$ cat src/rtl/prirv32_wb_arbiter.sv
// Writeback arbiter for the register file write port, with a load scoreboard for decode hazards.
// Define PRIRV32_WB_RR_EN for round-robin conflict arbitration; the default is fixed LD priority.
module prirv32_wb_arbiter (
    input  logic        clk_i,
    input  logic        rst_n,
    input  logic        ex_valid_i,
    input  logic [4:0]  ex_waddr_i,
    input  logic [31:0] ex_wdata_i,
    output logic        ex_ready_o,
    input  logic        ld_valid_i,
    input  logic [4:0]  ld_waddr_i,
    input  logic [31:0] ld_wdata_i,
    output logic        ld_ready_o,
    input  logic        sb_set_i,
    input  logic [4:0]  sb_addr_i,
    input  logic [4:0]  rs1_i,
    input  logic [4:0]  rs2_i,
    output logic        hazard_o,
    output logic        we_o,
    output logic [4:0]  waddr_o,
    output logic [31:0] wdata_o
);

    logic        w_ldWins;
    logic        w_exAcc;
    logic        w_ldAcc;
    logic [31:0] w_busy;
    logic [31:1] w_setMask;
    logic [31:1] w_clrMask;
    logic [31:1] r_busy;
    logic        r_we;
    logic [4:0]  r_waddr;
    logic [31:0] r_wdata;

`ifdef PRIRV32_WB_RR_EN
    // Set when EX won the most recent conflict; reset value lets LD win the first one.
    logic r_exLast;

    assign w_ldWins = r_exLast;

    always_ff @(posedge clk_i or negedge rst_n) begin
        if (!rst_n) begin
            r_exLast <= 1'b1;
        end else if (ex_valid_i && ld_valid_i) begin
            r_exLast <= ~w_ldWins;
        end
    end
`else
    assign w_ldWins = 1'b1;
`endif

    assign ld_ready_o = ld_valid_i && (!ex_valid_i || w_ldWins);
    assign ex_ready_o = ex_valid_i && (!ld_valid_i || !w_ldWins);
    assign w_ldAcc    = ld_ready_o;
    assign w_exAcc    = ex_ready_o;

    assign w_busy   = {r_busy, 1'b0};
    assign hazard_o = w_busy[rs1_i] | w_busy[rs2_i];

    always_comb begin
        w_setMask = '0;
        w_clrMask = '0;
        for (int i = 1; i < 32; i++) begin
            w_setMask[i] = sb_set_i && (sb_addr_i == 5'(i));
            w_clrMask[i] = w_ldAcc && (ld_waddr_i == 5'(i));
        end
    end

    // Clear is applied before set so a load issued to the same register stays pending.
    always_ff @(posedge clk_i or negedge rst_n) begin
        if (!rst_n) begin
            r_busy <= '0;
        end else begin
            r_busy <= (r_busy & ~w_clrMask) | w_setMask;
        end
    end

    always_ff @(posedge clk_i or negedge rst_n) begin
        if (!rst_n) begin
            r_we    <= 1'b0;
            r_waddr <= '0;
            r_wdata <= '0;
        end else if (w_exAcc) begin
            r_we    <= (ex_waddr_i != 5'd0);
            r_waddr <= ex_waddr_i;
            r_wdata <= ex_wdata_i;
        end else if (w_ldAcc) begin
            r_we    <= (ld_waddr_i != 5'd0);
            r_waddr <= ld_waddr_i;
            r_wdata <= ld_wdata_i;
        end else begin
            r_we    <= 1'b0;
        end
    end

    assign we_o    = r_we;
    assign waddr_o = r_waddr;
    assign wdata_o = r_wdata;

endmodule

$ cat config.mk
export PLATFORM = sky130hd
export DESIGN_NAME = prirv32_wb_arbiter
export DESIGN_NICKNAME = d
export VERILOG_FILES = /design/src/rtl/prirv32_wb_arbiter.sv
export SDC_FILE = /design/constraint.sdc
export NUM_CORES = 1
export LEC_CHECK = 0
export BUFFER_PORTS_ARGS = -buffer_cell sky130_fd_sc_hd__buf_2
export CAP_MARGIN = 10
export CORE_ASPECT_RATIO = 0.9
export CORE_MARGIN = 5
export CORE_UTILIZATION = 25
export DETAILED_ROUTE_END_ITERATION = 8
export PLACE_DENSITY = 0.51
export SLEW_MARGIN = 0
export SYNTH_ARGS = -nofsm -noshare
export SYNTH_HDL_FRONTEND = slang
export SYNTH_SLANG_ARGS = --single-unit
$ cat constraint.sdc
create_clock -name clk_i -period 4.8 [get_ports clk_i]
set_input_delay 0.96 -clock clk_i [delete_from_list [all_inputs] [get_ports clk_i]]
set_output_delay 0.96 -clock clk_i [all_outputs]
set_load 0.02 [all_outputs]
[Word-level counts from Yosys, hierarchy flattened]
Index checks and enable logic that the tools add are counted.
Word-level totals
  output and inout bits: 41
  register bits after elaboration: 69
  bits in writable memories: 0
  input bits: 94
  latch bits: 0
  bits in read-only memories: 0
  logic and storage cells: 149
  memories: 0
Operators by class
  add/subtract/negate cells: 0
  shifts and indexed selects: 0
  $lt $le $gt $ge: 2
  multiply operators: 0
  div/mod/pow operators: 0
  muxes and demuxes: 10
  bitwise operators: 4
  reductions and logical operators: 67
  equality and inequality tests: 62
Operator list (count)
  5-bit equality test, second input constant: 32
  5-bit by 4-bit equality test with 1-bit output, second input constant: 16
  32-bit two-way mux: 2
  1-bit logical AND: 63
  5-bit by 3-bit equality test with 1-bit output, second input constant: 8
  31-bit AND: 1
  31-bit NOT: 1
  31-bit OR: 1
  5-bit by 2-bit equality test with 1-bit output, second input constant: 4
  5-bit by 6-bit < comparator with 1-bit output, second input constant: 2
  1-bit binary-select mux with 5-bit select: 2
  5-bit by 1-bit equality test with 1-bit output, second input constant: 2
  5-bit two-way mux: 2
  5-bit nonzero test: 2
  1-bit two-way mux: 4
  2-bit nonzero test: 1
  1-bit zero test: 1
  1-bit OR: 1

[Longest topological paths before layout]
  word-level depth: 5
  mapped depth: 6
  mapped depth without buffers: 5

[Least setup slack after synthesis]
Ideal clock, no wire load.
  path kind: input to output
  start: input port rs1_i[3]
  end: output port hazard_o
  data required time: 3840 ps
  setup slack: 1573 ps
  stages: 6
  path buffers: 1
  arrival: 2267 ps
  cells stage by stage: clkbuf_1 mux4_2 mux2i_1 nand3b_1 nand3_1 o2111ai_1
On the way
  word-level cells in the longest chain between the ends: 3
Ends and longest elaborated chain
  from (decl): RTL line 16  | input logic [4:0] rs1_i,
  1-bit binary-select mux with 5-bit select: RTL line 58  | assign hazard_o = w_busy[rs1_i] | w_busy[rs2_i];
  1-bit two-way mux (implied by the code): RTL line 58
  1-bit OR: RTL line 58
  to (decl): RTL line 18  | output logic hazard_o,
Every way passes these cells. The select of a mux whose other input is x is not followed.

[Worst setup path after layout]
  start: input port rs2_i[0]
  end: output port hazard_o
On the way
  word-level cells in the longest chain between the ends: 3
Ends and longest elaborated chain
  from (decl): RTL line 17  | input logic [4:0] rs2_i,
  1-bit binary-select mux with 5-bit select: RTL line 58
  1-bit two-way mux (implied by the code): RTL line 58
  1-bit OR: RTL line 58
Every way passes these cells. The select of a mux whose other input is x is not followed.

==> impl_metrics.yaml <==
outcome:
  status: "complete, no violations"
layout:
  syn2layout_area_growth_pct: 32.50
  finalInstanceArea_um2: 4765
  final_util: 0.3390
  final_common_cell: "buf_2"
  antenna_cells: 0
  layout_common_cells: "buf_2 (134), o21ai_0 (97), dfrtp_1 (69)"
  fin_cells: 672
  nNetsFinal: 568
  layout-drive-gt1-share: 0.3549
placement:
  dp_hpwl_um: 8433
  place_area_um2: 4425
  dp_cells: 656
  place.gp.congestion: 0.8266
  io_buffers: 134
yosys:
  syn_area_um2: 3596
  ys_seq_elements: 69
  yosys.area.top_type: "dfrtp_1"
  yosysWarnings: 0
  ys_top_cells_by_area: "dfrtp_1 (48%), o21ai_0 (14%), mux2i_1 (10%), mux4_2 (5.6%), nand2_1 (4.5%)"
  synth_cell_types: 35
  yosysTopAreaCellShare: 0.4802
  syn-num-nets: 441
  synth_seq_area_share: 0.4802
  syn_avg_cell_area_um2: 10.36
  netlist_instances: 347
die:
  dieArea_um2: 16890
  start_util: 0.2558
  core_area_um2: 14060
  rows: 41
  fp.dieH_um: 123.8
  ios: 135
  dieWidth_um: 136.4
pwr:
  p_per_area_nw_per_um2: 391.0
  power.internal_uw: 1348
  clock_power_share: 0.405
  p_comb_frac: 0.192
  power_uw: 1863
  ir_drop_uv: 185.5
  p_sw_uw: 515.3
  switching_share: 0.2766
  leakage_uw: 0.002203
  seqPwrFrac: 0.404
timing:
  final_max_slew_viol_count: 0
  period_share: 0.7058
  fin_tns_setup_ns: 0
  timing.fmax_ghz: 0.2952
  rsz0062_at_grt: "no"
  finalHoldViolCount: 0
  fin_crit_ns: 3.388
  tightest_slew_ns: 0.7010
  setup_violations: 0
  skew_ns: 0
  relSlewSlack: 0.5327
setup_path:
  reg2reg_slack_ns: 3.81
  cp-startpoint: "rs2_i[0]"
  slowest_stage: "mux4_1"
  path_max_fanout: 5
  cp_common_cell: "buf_2"
  worstSetupPathType: "in2out"
  cp-end-kind: "output pin"
  crit_path_max_incr_delay_ns: 0.57
  timing.rr.start: "waddr_o[1]"
  crit_end: "hazard_o"
  reg2reg_to: "waddr_o[1]"
  required_ns: 3.84
  start_kind: "input port"
  path_cells: "buf_2 > mux4_1 > mux2_2 > a31oi_1 > o2111ai_1 > buf_2"
  rr_worst_depth: 2
  cp.arrival_ns: 2.43
cts:
  cts_buffers: 9
  h-tree-depth: 3
  holdBufCountCts: 0
  ctsResizeCount: 0
  clockRootBuffer: "clkbuf_16"
  cts_tree: "done"
  cts_setup_buffers: 0
  clk_pin_slew_ns: 0.06
  clock_path_buffers: 2
  insertion_delay_ns: 0.33
  cts.sinks: 69
global_routing:
  overflow: 0
  grt_max_degree: 80
  grt_pass1_wl_um: 17620
  grt_pass1_vias: 3306
  antenna_found_initial: 0
  grtUsageTotal: 0.1341
drt:
  num_vias: 3164
  wire_per_inst_um: 16.12
  ant_nets: 0
  drc: 0
  dr.pass1.iters: 4
  drt-initial-drc-count: 139
  wl_um: 10830
  via_per_inst: 4.708
flow_run:
  drv_cap: 0
hold_path:
  hold_path.class: "reg2reg"
[area by class of cell]
class	instances	area, um^2
clock inverter	7	113.9
multi-input combinational	256	1760
inverter	1	3.754
sequential	69	1727
tap	193	241.5
timing repair buffer	137	693.2
fill	1468	9291
clock buffer	9	225.2
[per-stage QoR]
stage | hold WS (ns) | setup slack [ns]
final | 0.5499 | 1.412
after global routing | 0.5763 | 1.378
after CTS | 0.5541 | 1.418
after detailed placement | 0.5417 | 1.425
after global placement | 0.5249 | 1.456
after floorplan | 0.4770 | 1.573
[state kept, by name (all words and copies together) (netlist names)]
signal and cells:
waddr_o 5, we_o 1, wdata_o 32, r_busy 31
[worst min-delay path by stage]
stage	startpoint	slack (ns)	endpoint	cells after the start
floorplan	r_busy[4]	0.48	r_busy[4]	2
global route	r_busy[11]	0.58	r_busy[11]	2
global placement	r_busy[31]	0.52	r_busy[31]	2
CTS	r_busy[19]	0.55	r_busy[19]	2
detailed placement	r_busy[19]	0.54	r_busy[19]	2
finish	r_busy[10]	0.55	r_busy[10]	2
[routing by layer]
layer / wire length, um / track usage / up-vias
met5: 0 / 0 / -
met4: 140 / 0.03967 / 0
met3: 771 / 0.04120 / 13
met2: 4997 / 0.2119 / 114
met1: 4925 / 0.1779 / 1515
li1: - / - / 1522
[cell usage after synthesis]
cell type,instances
a211oi_1,2
a21boi_0,1
a21oi_1,2
a311oi_1,1
a31oi_1,2
and3b_1,1
buf_1,4
buf_2,4
buf_4,1
buf_6,1
clkbuf_1,10
clkbuf_8,1
dfrtp_1,69
inv_1,1
mux2_2,4
mux2i_1,37
mux4_1,3
mux4_2,9
mux4_4,2
nand2_1,43
nand2b_1,6
nand3_1,9
nand3b_1,4
nand4_1,3
nand4b_1,2
nor2_1,10
nor2b_1,10
nor3_1,1
nor3b_1,1
o2111ai_1,1
o211ai_1,1
o21ai_0,97
or2_0,1
or2_2,2
or4_1,1
[cell families after synthesis]
logic type	count (synthesis)	synth area share
AO/OA/AOI/OAI	107	0.1545
buffers and inverters	22	0.03027
flip-flops	69	0.4802
multiplexers	55	0.2077
AND/OR/NAND/NOR	94	0.1274
[power by group through the flow]
stage | registers (uW) | logic (uW) | clock network, uW
6_report | 752 | 357 | 754
5_1_grt | 762 | 399 | 802
4_1_cts | 750 | 362 | 774
3_5_place_dp | 758 | 363 | 0
3_3_place_gp | 759 | 352 | 0
2_1_floorplan | 760 | 198 | 0
[worst max-delay path: cells and delay by family]
kind / cells / cell delay (ns)
muxes: 2 / 0.85
AOI/OAI and AO/OA: 2 / 0.30
buffers and inverters: 2 / 0.32
Power figures use the tool's default switching activity.
